--- config.mk ---
export PLATFORM = sky130hd
export DESIGN_NAME = alu_dispatch_flat
export DESIGN_NICKNAME = d
export VERILOG_FILES = /design/src/rtl/alu_dispatch_if.sv /design/src/rtl/alu_dispatch.sv /design/src/flat_wrapper.sv
export SDC_FILE = /design/constraint.sdc
export NUM_CORES = 1
export LEC_CHECK = 0
export CAP_MARGIN = 20
export CORE_MARGIN = 3
export CORE_UTILIZATION = 45
export DETAILED_ROUTE_END_ITERATION = 6
export PLACE_DENSITY = 0.8
export SLEW_MARGIN = 20
export SYNTH_ARGS = -nofsm -noshare
export SYNTH_HDL_FRONTEND = slang
export SYNTH_SLANG_ARGS = --single-unit
--- constraint.sdc ---
create_clock -name clk -period 3.2 [get_ports clk]
set_input_delay 0.64 -clock clk [delete_from_list [all_inputs] [get_ports clk]]
set_output_delay 0.64 -clock clk [all_outputs]
set_load 0.05 [all_outputs]
--- src/rtl/alu_dispatch_if.sv ---
// Request/response handshake bundle between a requester and alu_dispatch.
// The requester side is the master; the dispatch block is the slave.
interface alu_dispatch_if #(
    parameter int TAG_W = 4
);
    logic             req_valid;
    logic             req_ready;
    logic [31:0]      req_in0;
    logic [31:0]      req_in1;
    logic [4:0]       req_op;
    logic [TAG_W-1:0] req_tag;
    logic             rsp_valid;
    logic             rsp_ready;
    logic [31:0]      rsp_data;
    logic [TAG_W-1:0] rsp_tag;
    logic             rsp_err;

    modport master (
        output req_valid, req_in0, req_in1, req_op, req_tag, rsp_ready,
        input  req_ready, rsp_valid, rsp_data, rsp_tag, rsp_err
    );

    modport slave (
        input  req_valid, req_in0, req_in1, req_op, req_tag, rsp_ready,
        output req_ready, rsp_valid, rsp_data, rsp_tag, rsp_err
    );
endinterface

--- src/rtl/alu_dispatch.sv ---
// Issues requests to the shared combinational ALU through one issue register and
// returns tagged results in order through a small response FIFO.
module alu_dispatch #(
    parameter int TAG_W     = 4,
    parameter int RSP_DEPTH = 2
) (
    input  logic               clk,
    input  logic               rst,
    alu_dispatch_if.slave      bus,
    output logic signed [31:0] alu_in0,
    output logic signed [31:0] alu_in1,
    output logic [4:0]         alu_op_select,
    input  logic signed [31:0] alu_out,
    output logic [15:0]        op_count
);
    localparam int DATA_W = 32;
    localparam int PTR_W  = $clog2(RSP_DEPTH);
    localparam int CNT_W  = $clog2(RSP_DEPTH + 1);

    function automatic logic is_illegal(input logic [4:0] op);
        return op > 5'd7;
    endfunction

    function automatic logic [15:0] sat_inc(input logic [15:0] v);
        return (v == 16'hFFFF) ? v : v + 16'd1;
    endfunction

    logic                     vld_p1;
    logic signed [DATA_W-1:0] in0_p1;
    logic signed [DATA_W-1:0] in1_p1;
    logic [4:0]               op_p1;
    logic [TAG_W-1:0]         tag_p1;
    logic                     err_p1;

    logic signed [DATA_W-1:0] data_mem [RSP_DEPTH];
    logic [TAG_W-1:0]         tag_mem  [RSP_DEPTH];
    logic                     err_mem  [RSP_DEPTH];
    logic [PTR_W-1:0]         wr_ptr;
    logic [PTR_W-1:0]         rd_ptr;
    logic [CNT_W-1:0]         count;

    logic full, empty, pop, advance, accept;

    assign full    = (count == CNT_W'(RSP_DEPTH));
    assign empty   = (count == '0);
    assign pop     = !empty && bus.rsp_ready;
    assign advance = vld_p1 && (!full || pop);
    assign accept  = bus.req_valid && bus.req_ready;

    // req_ready follows rsp_ready combinationally when the FIFO is full.
    assign bus.req_ready = !vld_p1 || advance;

    // ---- p0 -> p1: issue register, drives the ALU; operands hold when idle ----
    always_ff @(posedge clk) begin
        if (rst) begin
            vld_p1 <= 1'b0;
            in0_p1 <= '0;
            in1_p1 <= '0;
            op_p1  <= '0;
            err_p1 <= 1'b0;
        end else begin
            if (accept) begin
                vld_p1 <= 1'b1;
                in0_p1 <= bus.req_in0;
                in1_p1 <= bus.req_in1;
                op_p1  <= is_illegal(bus.req_op) ? 5'd0 : bus.req_op;
                err_p1 <= is_illegal(bus.req_op);
            end else if (advance) begin
                vld_p1 <= 1'b0;
            end
        end
    end

    always_ff @(posedge clk) begin
        if (accept) tag_p1 <= bus.req_tag;
    end

    assign alu_in0       = in0_p1;
    assign alu_in1       = in1_p1;
    assign alu_op_select = op_p1;

    // ---- p1 -> p2: ALU result captured into the response FIFO ----
    always_ff @(posedge clk) begin
        if (rst) begin
            wr_ptr <= '0;
            rd_ptr <= '0;
            count  <= '0;
        end else begin
            if (advance) wr_ptr <= wr_ptr + PTR_W'(1);
            if (pop)     rd_ptr <= rd_ptr + PTR_W'(1);
            unique case ({advance, pop})
                2'b10:   count <= count + CNT_W'(1);
                2'b01:   count <= count - CNT_W'(1);
                default: count <= count;
            endcase
        end
    end

    always_ff @(posedge clk) begin
        if (advance) begin
            data_mem[wr_ptr] <= err_p1 ? '0 : alu_out;
            tag_mem[wr_ptr]  <= tag_p1;
            err_mem[wr_ptr]  <= err_p1;
        end
    end

    // Head fields read as zero while empty so stale entries never show.
    assign bus.rsp_valid = !empty;
    assign bus.rsp_data  = empty ? '0 : data_mem[rd_ptr];
    assign bus.rsp_tag   = empty ? '0 : tag_mem[rd_ptr];
    assign bus.rsp_err   = empty ? 1'b0 : err_mem[rd_ptr];

    always_ff @(posedge clk) begin
        if (rst)      op_count <= '0;
        else if (pop) op_count <= sat_inc(op_count);
    end
endmodule

--- src/flat_wrapper.sv ---
// flat-port wrapper written by rule: the top's interface ports become plain ports
module alu_dispatch_flat 
#(
    parameter int TAG_W     = 4,
    parameter int RSP_DEPTH = 2
)
  (clk, rst, alu_in0, alu_in1, alu_op_select, alu_out, op_count, bus_req_valid, bus_req_in0, bus_req_in1, bus_req_op, bus_req_tag, bus_rsp_ready, bus_req_ready, bus_rsp_valid, bus_rsp_data, bus_rsp_tag, bus_rsp_err);
  alu_dispatch_if #(.TAG_W(TAG_W)) bus_i ();
  input  logic clk;
  input  logic rst;
  output logic signed [31:0] alu_in0;
  output logic signed [31:0] alu_in1;
  output logic [4:0] alu_op_select;
  input  logic signed [31:0] alu_out;
  output logic [15:0] op_count;
  input wire logic [$bits(bus_i.req_valid)-1:0] bus_req_valid;
  input wire logic [$bits(bus_i.req_in0)-1:0] bus_req_in0;
  input wire logic [$bits(bus_i.req_in1)-1:0] bus_req_in1;
  input wire logic [$bits(bus_i.req_op)-1:0] bus_req_op;
  input wire logic [$bits(bus_i.req_tag)-1:0] bus_req_tag;
  input wire logic [$bits(bus_i.rsp_ready)-1:0] bus_rsp_ready;
  output wire logic [$bits(bus_i.req_ready)-1:0] bus_req_ready;
  output wire logic [$bits(bus_i.rsp_valid)-1:0] bus_rsp_valid;
  output wire logic [$bits(bus_i.rsp_data)-1:0] bus_rsp_data;
  output wire logic [$bits(bus_i.rsp_tag)-1:0] bus_rsp_tag;
  output wire logic [$bits(bus_i.rsp_err)-1:0] bus_rsp_err;
  assign bus_i.req_valid = bus_req_valid;
  assign bus_i.req_in0 = bus_req_in0;
  assign bus_i.req_in1 = bus_req_in1;
  assign bus_i.req_op = bus_req_op;
  assign bus_i.req_tag = bus_req_tag;
  assign bus_i.rsp_ready = bus_rsp_ready;
  assign bus_req_ready = bus_i.req_ready;
  assign bus_rsp_valid = bus_i.rsp_valid;
  assign bus_rsp_data = bus_i.rsp_data;
  assign bus_rsp_tag = bus_i.rsp_tag;
  assign bus_rsp_err = bus_i.rsp_err;
  alu_dispatch #(.TAG_W(TAG_W), .RSP_DEPTH(RSP_DEPTH)) u_core (.clk(clk), .rst(rst), .bus(bus_i), .alu_in0(alu_in0), .alu_in1(alu_in1), .alu_op_select(alu_op_select), .alu_out(alu_out), .op_count(op_count));
endmodule
==> impl_metrics.ini, run 1 <==
[place]
gpl.final_weighted_congestion = 0.951
buffer_ports.inserted = 232
detailed_placement_hpwl_microns = 12200
dp_worst_setup_slack_ps = 612

[clock_network]
cts-buffers-inserted = 17
cts_resized = 0
cts-root-to-sink-buffers = 2
insertion_delay_ps = 420
htree_levels = 4
cts-hold-fix-buffers = 0
ctsRootBufferMaster = sky130_fd_sc_hd__clkbuf_16
worst_setup_hold_path_clk_slew_ps = 60
post-cts-setup-buffer-count = 0
numClockSinks = 170
tritoncts = built

[timing]
final_critical_path_setup_slack_ps = 220
timing.slew.headroom_pct = 43.1
final_clock_skew_ps = 7.95
max_slew.worst_pin.slew_ps = 854
rsz0062_at_grt = no
final.period_utilization_pct = 93.1
hold_viol = 0
final_sum_of_negative_setup_slack_ps = 0
period_needed_ps = 2980
report.final.slew_viol_count = 0
final-setup-viol-count = 0
max_freq_mhz = 336

[global_routing]
maximum_number_of_pins_on_one_net_before_global_route_repair = 51
first_global_vias = 5349
globalRoute.totalOverflow = 0
globalRouteTotalUtil_pct = 20.9
grt_first_pass_wirelength_microns = 26600
grt_antenna_before_repair = 0

[logic_synthesis]
yosys.cell_types.count = 43
netlist_instances = 626
ys_seq_area_share_pct = 63.6
avgSynthCellArea_sq_um = 10.5
syn-num-nets = 736
synth_enable_flop_cells = 78
synth_async_sr_flop_share_pct = 0
synth_area_sq_mm = 0.00657
yosys_reg_bits = 170
ys.flop_type = sky130_fd_sc_hd__dfxtp_1
yosys_warnings = 0

[die]
floorplan.die.height_microns = 127
top_level_ports = 233
dieWidth_microns = 127
design.core.area_sq_mm = 0.0141
die_area_sq_mm = 0.0161
rows = 43
floorplan.initialDensity_pct = 46.6

[power]
power.density_mw_per_mm2 = 527
post-layout-total-power_mw = 5.08
static-leakage-power_nw = 3.38
peakVddDrop_mv = 0.310

[routing]
drcViolationCount = 0
avgRoutedWirePerCell_microns = 16.3
drt_first_iter_violations = 318
avgViaCountPerCell = 5.17
routed-via-count = 5395
drtAntennaViolNets = 0
firstDrtPassIters = 5
totalWireLength_microns = 17100

[worst_setup_path]
cp.arrival_ps = 2340
worstPathRequired_ps = 2560
regToRegEndpoint = u_core.op_count[10]
setup.worst_path.end_class = output pin
timing.rr.start = u_core.op_count[0]
critical_path_launch_point_type = flip-flop
ff2ff_path_depth = 5
timing.setup.critical_path_class = flip-flop to output pin
setup.reg_to_reg.worst_slack_ps = 1230
worstPathMaxFanout = 12

[layout]
final_antenna_diode_count = 0
area_growth_syn_to_layout_pct = 46.9
fillCellCount = 1062
drive_above_1_share_pct = 6.37
num-nets-final = 961

[hold_path]
beginning_of_the_worst_hold_path = u_core.tag_p1[0]
hold-path-endpoint = u_core.tag_mem[0][0]
min-delay-path-class = flip-flop to flip-flop
min_delay_path_depth = 0

[outcome]
run_status = finished, final reports clean

[flow_run]
drv.max_cap_violation_count = 0
report_power, final:
part	internal (mW)	switching (mW)
Clock	1.13	0.792
Sequential	2.38	0.0450
Combinational	0.302	0.444
worst max-delay path: stages (launching register included):
cell                              delay, ps
sky130_fd_sc_hd__dfxtp_2                570
sky130_fd_sc_hd__buf_4                  310
sky130_fd_sc_hd__mux2i_1                120
sky130_fd_sc_hd__nor2_1                 110
sky130_fd_sc_hd__clkdlybuf4s50_1        810
metrics by stage:
| step | util (%) | std cells | instance area (sq um) | hold slack [ps] |
|---|---|---|---|---|
| finish | 68.5 | 1044 | 9660 | 447 |
| global route | 68.5 | 1044 | 9660 | 468 |
| CTS | 68.5 | 1044 | 9660 | 448 |
| detailed placement | 64.5 | 1012 | 9090 | 435 |
| global placement | 64.5 | 1012 | 9090 | 423 |
| floorplan | - | 626 | 6570 | 421 |
worst max path at each step:
stage	from	endpoint	slack (ps)	cells past startpoint
after global routing	flip-flop	bus_rsp_data[1]	110	4
after global placement	bus_rsp_ready	u_core.data_mem[1][18]	650	3
final	flip-flop	bus_rsp_data[1]	220	4
after floorplan	bus_rsp_ready	u_core.data_mem[0][0]	390	3
after detailed placement	bus_rsp_ready	u_core.data_mem[1][18]	610	3
after CTS	flip-flop	bus_rsp_data[1]	190	4
metal layers:
metal / vias to the layer above / share of wire [%] / wire, microns / GRT usage [%]
met5: - / 0 / 0 / 0
met4: 0 / 2.0 / 336 / 7.70
met3: 27 / 10 / 1730 / 9.22
met2: 256 / 49 / 8290 / 34.7
met1: 2500 / 39 / 6710 / 23.9
li1: 2612 / - / - / -
sequential cells by signal, summed over array words and instances (netlist names), named ones only:
signal and flops:
u_core.data_mem 64, u_core.alu_in1 32, u_core.count 2, u_core.tag_mem 8, u_core.op_count 16, u_core.alu_op_select 5, u_core.vld_p1 1, u_core.alu_in0 32
u_core.err_p1 1, u_core.err_mem 2, u_core.rd_ptr 1, u_core.wr_ptr 1, u_core.tag_p1 4
cells by family (layout without fill, tap and decap cells):
family / after synthesis / after routing / synth area share, %
multiplexers: 40 / 40 / 6.13
adder cells (fa/ha/maj): 1 / 1 / 0.190
AO/OA/AOI/OAI: 101 / 101 / 8.30
flip-flops: 170 / 170 / 63.6
AND/OR/NAND/NOR: 271 / 271 / 18.9
XOR/XNOR: 2 / 2 / 0.267
buffers and inverters: 41 / 279 / 2.57
Yosys cell counts (2+ instances only):
library cell	n	area (sq um)
sky130_fd_sc_hd__buf_1	3	11.3
sky130_fd_sc_hd__o21ai_0	6	30.0
sky130_fd_sc_hd__nand4_1	6	37.5
sky130_fd_sc_hd__or4_1	4	30.0
sky130_fd_sc_hd__mux2_2	2	22.5
sky130_fd_sc_hd__o21a_1	2	15.0
sky130_fd_sc_hd__nand2_1	141	529
sky130_fd_sc_hd__edfxtp_1	78	2340
sky130_fd_sc_hd__and3_1	4	25.0
sky130_fd_sc_hd__nand3_1	8	40.0
sky130_fd_sc_hd__and4_1	2	17.5
sky130_fd_sc_hd__nor3b_1	3	22.5
sky130_fd_sc_hd__o31ai_1	4	30.0
sky130_fd_sc_hd__a211oi_1	2	15.0
sky130_fd_sc_hd__nor3_1	5	25.0
sky130_fd_sc_hd__clkbuf_1	25	93.8
sky130_fd_sc_hd__a21oi_1	81	405
sky130_fd_sc_hd__nor4_1	2	12.5
sky130_fd_sc_hd__buf_2	9	45.0
sky130_fd_sc_hd__mux2i_1	38	380
sky130_fd_sc_hd__or3_1	6	37.5
sky130_fd_sc_hd__inv_1	2	7.51
sky130_fd_sc_hd__dfxtp_1	92	1840
sky130_fd_sc_hd__nor2_1	48	180
sky130_fd_sc_hd__nor2b_1	35	219
layout by cell type, fill, tap and decap left out, drive strengths merged, types with 2 or more instances in the layout:
cell type      count
edfxtp            78
nor4               3
and3               4
mux2               2
and4               2
buf               14
dfxtp             92
a211oi             2
o21a               2
inv                6
nor2              48
clkinv             6
o21ai              6
or4                4
a21oi             81
nand2            141
or3                6
clkdlybuf4s50    230
nand4              6
clkbuf            23
nor3b              3
mux2i             38
nor2b             35
nand3              9
nor3               5
o31ai              4
final cells by class:
cell class | instances | area [sq um] | share of cell area [%]
Inverter | 3 | 11.3 | 0.117
Sequential cell | 170 | 4190 | 43.3
Clock buffer | 23 | 510 | 5.29
Clock inverter | 9 | 58.8 | 0.609
Timing Repair Buffer | 244 | 2430 | 25.2
Tap cell | 180 | 225 | 2.33
Multi-Input combinational cell | 415 | 2230 | 23.1
No activity file was read; power rests on OpenSTA's default activity.
==> run 2: changes to the inputs <==
--- a/config.mk
+++ b/config.mk
@@ -5,6 +5,7 @@
 export SDC_FILE = /design/constraint.sdc
 export NUM_CORES = 1
 export LEC_CHECK = 0
+export ABC_CLOCK_PERIOD_IN_PS = 3200
 export CAP_MARGIN = 20
 export CORE_MARGIN = 3
 export CORE_UTILIZATION = 45
==> results of run 2 <==
The final DEF is identical to that of run 1; final timing and power are the same.
==> run 3: changes to the inputs <==
--- a/config.mk
+++ b/config.mk
@@ -7,10 +7,13 @@
 export LEC_CHECK = 0
 export ABC_CLOCK_PERIOD_IN_PS = 3200
 export CAP_MARGIN = 20
+export CELL_PAD_IN_SITES_DETAIL_PLACEMENT = 0
+export CELL_PAD_IN_SITES_GLOBAL_PLACEMENT = 1
 export CORE_MARGIN = 3
-export CORE_UTILIZATION = 45
+export CORE_UTILIZATION = 34
 export DETAILED_ROUTE_END_ITERATION = 6
-export PLACE_DENSITY = 0.8
+export PLACE_DENSITY_LB_ADDON = 0.1
+export SKIP_CTS_REPAIR_TIMING = 1
 export SLEW_MARGIN = 20
 export SYNTH_ARGS = -nofsm -noshare
 export SYNTH_HDL_FRONTEND = slang
==> impl_metrics.ini, run 3 (synthesis gave the netlist of run 1 again) <==
[global_routing]
globalRouteTotalUtil_pct = 16.7
first_global_vias = 5230
maximum_number_of_pins_on_one_net_before_global_route_repair = 76
grt_first_pass_wirelength_microns = 28300
grt_antenna_before_repair = 1
globalRoute.totalOverflow = 0

[routing]
firstDrtPassIters = 4
drt_first_iter_violations = 260
drtAntennaViolNets = 0
avgRoutedWirePerCell_microns = 15.7
routed-via-count = 5239
drcViolationCount = 0
avgViaCountPerCell = 4.67
totalWireLength_microns = 17600

[layout]
final_core_utilization_pct = 51.8
num-nets-final = 957
multi_input_comb_area_sq_mm = 0.00223
post_layout_instance_area_sq_mm = 0.00975
final_cell_count_no_fill = 1121
largest_register_ff_count = 64
largest-register = u_core.data_mem
mostFrequentLayoutCells = sky130_fd_sc_hd__clkdlybuf4s50_1, sky130_fd_sc_hd__nand2_1, sky130_fd_sc_hd__dfxtp_1
fillCellCount = 1731
layout.cells.most_common = sky130_fd_sc_hd__clkdlybuf4s50_1
drive_above_1_share_pct = 6.16
seqCellArea_sq_mm = 0.00419
area_growth_syn_to_layout_pct = 48.3

[worst_setup_path]
crit_path_top_delay_cell = sky130_fd_sc_hd__clkdlybuf4s50_1
cp.arrival_ps = 2220
setup.worst_path.end_class = output pin
cp.buffers_inverters = 2
critical_path_launch_point_type = flip-flop
setup.reg_to_reg.worst_slack_ps = 1300
timing.critical_path.cells = nor2_2 > buf_4 > nor2_1 > clkdlybuf4s50_1
critical-path-max-stage-delay_ps = 820
timing.setup.critical_path_class = flip-flop to output pin
ff2ff_path_depth = 6
timing.rr.start = u_core.count[1]
regToRegEndpoint = u_core.op_count[10]
worstPathMaxFanout = 39
cpLargestDelayFamily = buffers and inverters
worstPathRequired_ps = 2560

[clock_network]
cts-buffers-inserted = 17
insertion_delay_ps = 420
htree_levels = 4
numClockSinks = 170
cts-root-to-sink-buffers = 2
worst_setup_hold_path_clk_slew_ps = 70
tritoncts = built
ctsRootBufferMaster = sky130_fd_sc_hd__clkbuf_16

[hold_path]
min_delay_path_depth = 0
hold-path-endpoint = u_core.tag_mem[1][2]
beginning_of_the_worst_hold_path = u_core.tag_p1[2]
min-delay-path-class = flip-flop to flip-flop

[timing]
report.final.slew_viol_count = 0
final_clock_skew_ps = 7.70
max_slew.worst_pin.slew_ps = 891
max_freq_mhz = 350
rsz0062_at_grt = no
timing.slew.headroom_pct = 40.6
final_sum_of_negative_setup_slack_ps = 0
hold_viol = 0
final.period_utilization_pct = 89.3
final-setup-viol-count = 0
period_needed_ps = 2860

[place]
buffer_ports.inserted = 232
detailed_placement_hpwl_microns = 12000
cell_total_after_placement = 1088
gpl.final_weighted_congestion = 0.815
detailed_place.area_sq_mm = 0.00918

[die]
dieWidth_microns = 145
floorplan.initialDensity_pct = 34.9
design.core.area_sq_mm = 0.0188
die_area_sq_mm = 0.0210
floorplan.die.height_microns = 145
top_level_ports = 233
rows = 50

[power]
power.density_mw_per_mm2 = 526
peakVddDrop_mv = 0.353
post-layout-total-power_mw = 5.13
static-leakage-power_nw = 3.35

[flow_run]
drv.max_cap_violation_count = 0

[outcome]
run_status = finished, final reports clean
-- run 3: stage by stage --
stage	setup WS, ps	hold slack, ps
finish	342	444
global route	236	465
CTS	323	447
detailed placement	581	432
global placement	620	423
floorplan	386	421
-- run 3: routing by layer --
| metal | part of all wire (%) | track usage [%] |
|---|---|---|
| met5 | 0 | 0 |
| met4 | 1.7 | 5.98 |
| met3 | 8.5 | 6.68 |
| met2 | 48 | 27.6 |
| met1 | 42 | 19.7 |
-- run 3: cell type report --
cell class,instances,share of cell area (%)
multi-input combinational,415,22.9
clock inverter,15,1.45
timing repair buffer,240,24.9
inverter,3,0.115
antenna,1,0.0257
sequential,170,42.9
tap,260,3.34
clock buffer,17,4.36
-- run 3: worst max path at each step --
stage,end,start,depth (start not counted),slack [ps]
6_report,bus_rsp_data[2],u_core.count[1],4,340
5_1_grt,bus_rsp_data[13],u_core.count[1],4,240
4_1_cts,bus_rsp_data[2],u_core.count[1],4,320
3_5_place_dp,u_core.data_mem[1][13],bus_rsp_ready,3,580
3_3_place_gp,u_core.data_mem[1][15],bus_rsp_ready,3,620
2_1_floorplan,u_core.data_mem[0][0],bus_rsp_ready,3,390
-- run 3: worst reg2reg max path: stages (launching register included) --
cell,delay [ps]
sky130_fd_sc_hd__dfxtp_1,460
sky130_fd_sc_hd__nor2_2,70
sky130_fd_sc_hd__buf_4,250
sky130_fd_sc_hd__inv_1,130
sky130_fd_sc_hd__nand2_1,190
sky130_fd_sc_hd__nor4_1,340
sky130_fd_sc_hd__mux2_2,360
-- run 3: report_power, final --
part | internal (mW) | switching, mW | leakage [nW]
Sequential | 2.37 | 0.0393 | 1.48
Clock | 1.08 | 0.883 | 0.266
Combinational | 0.302 | 0.446 | 1.60
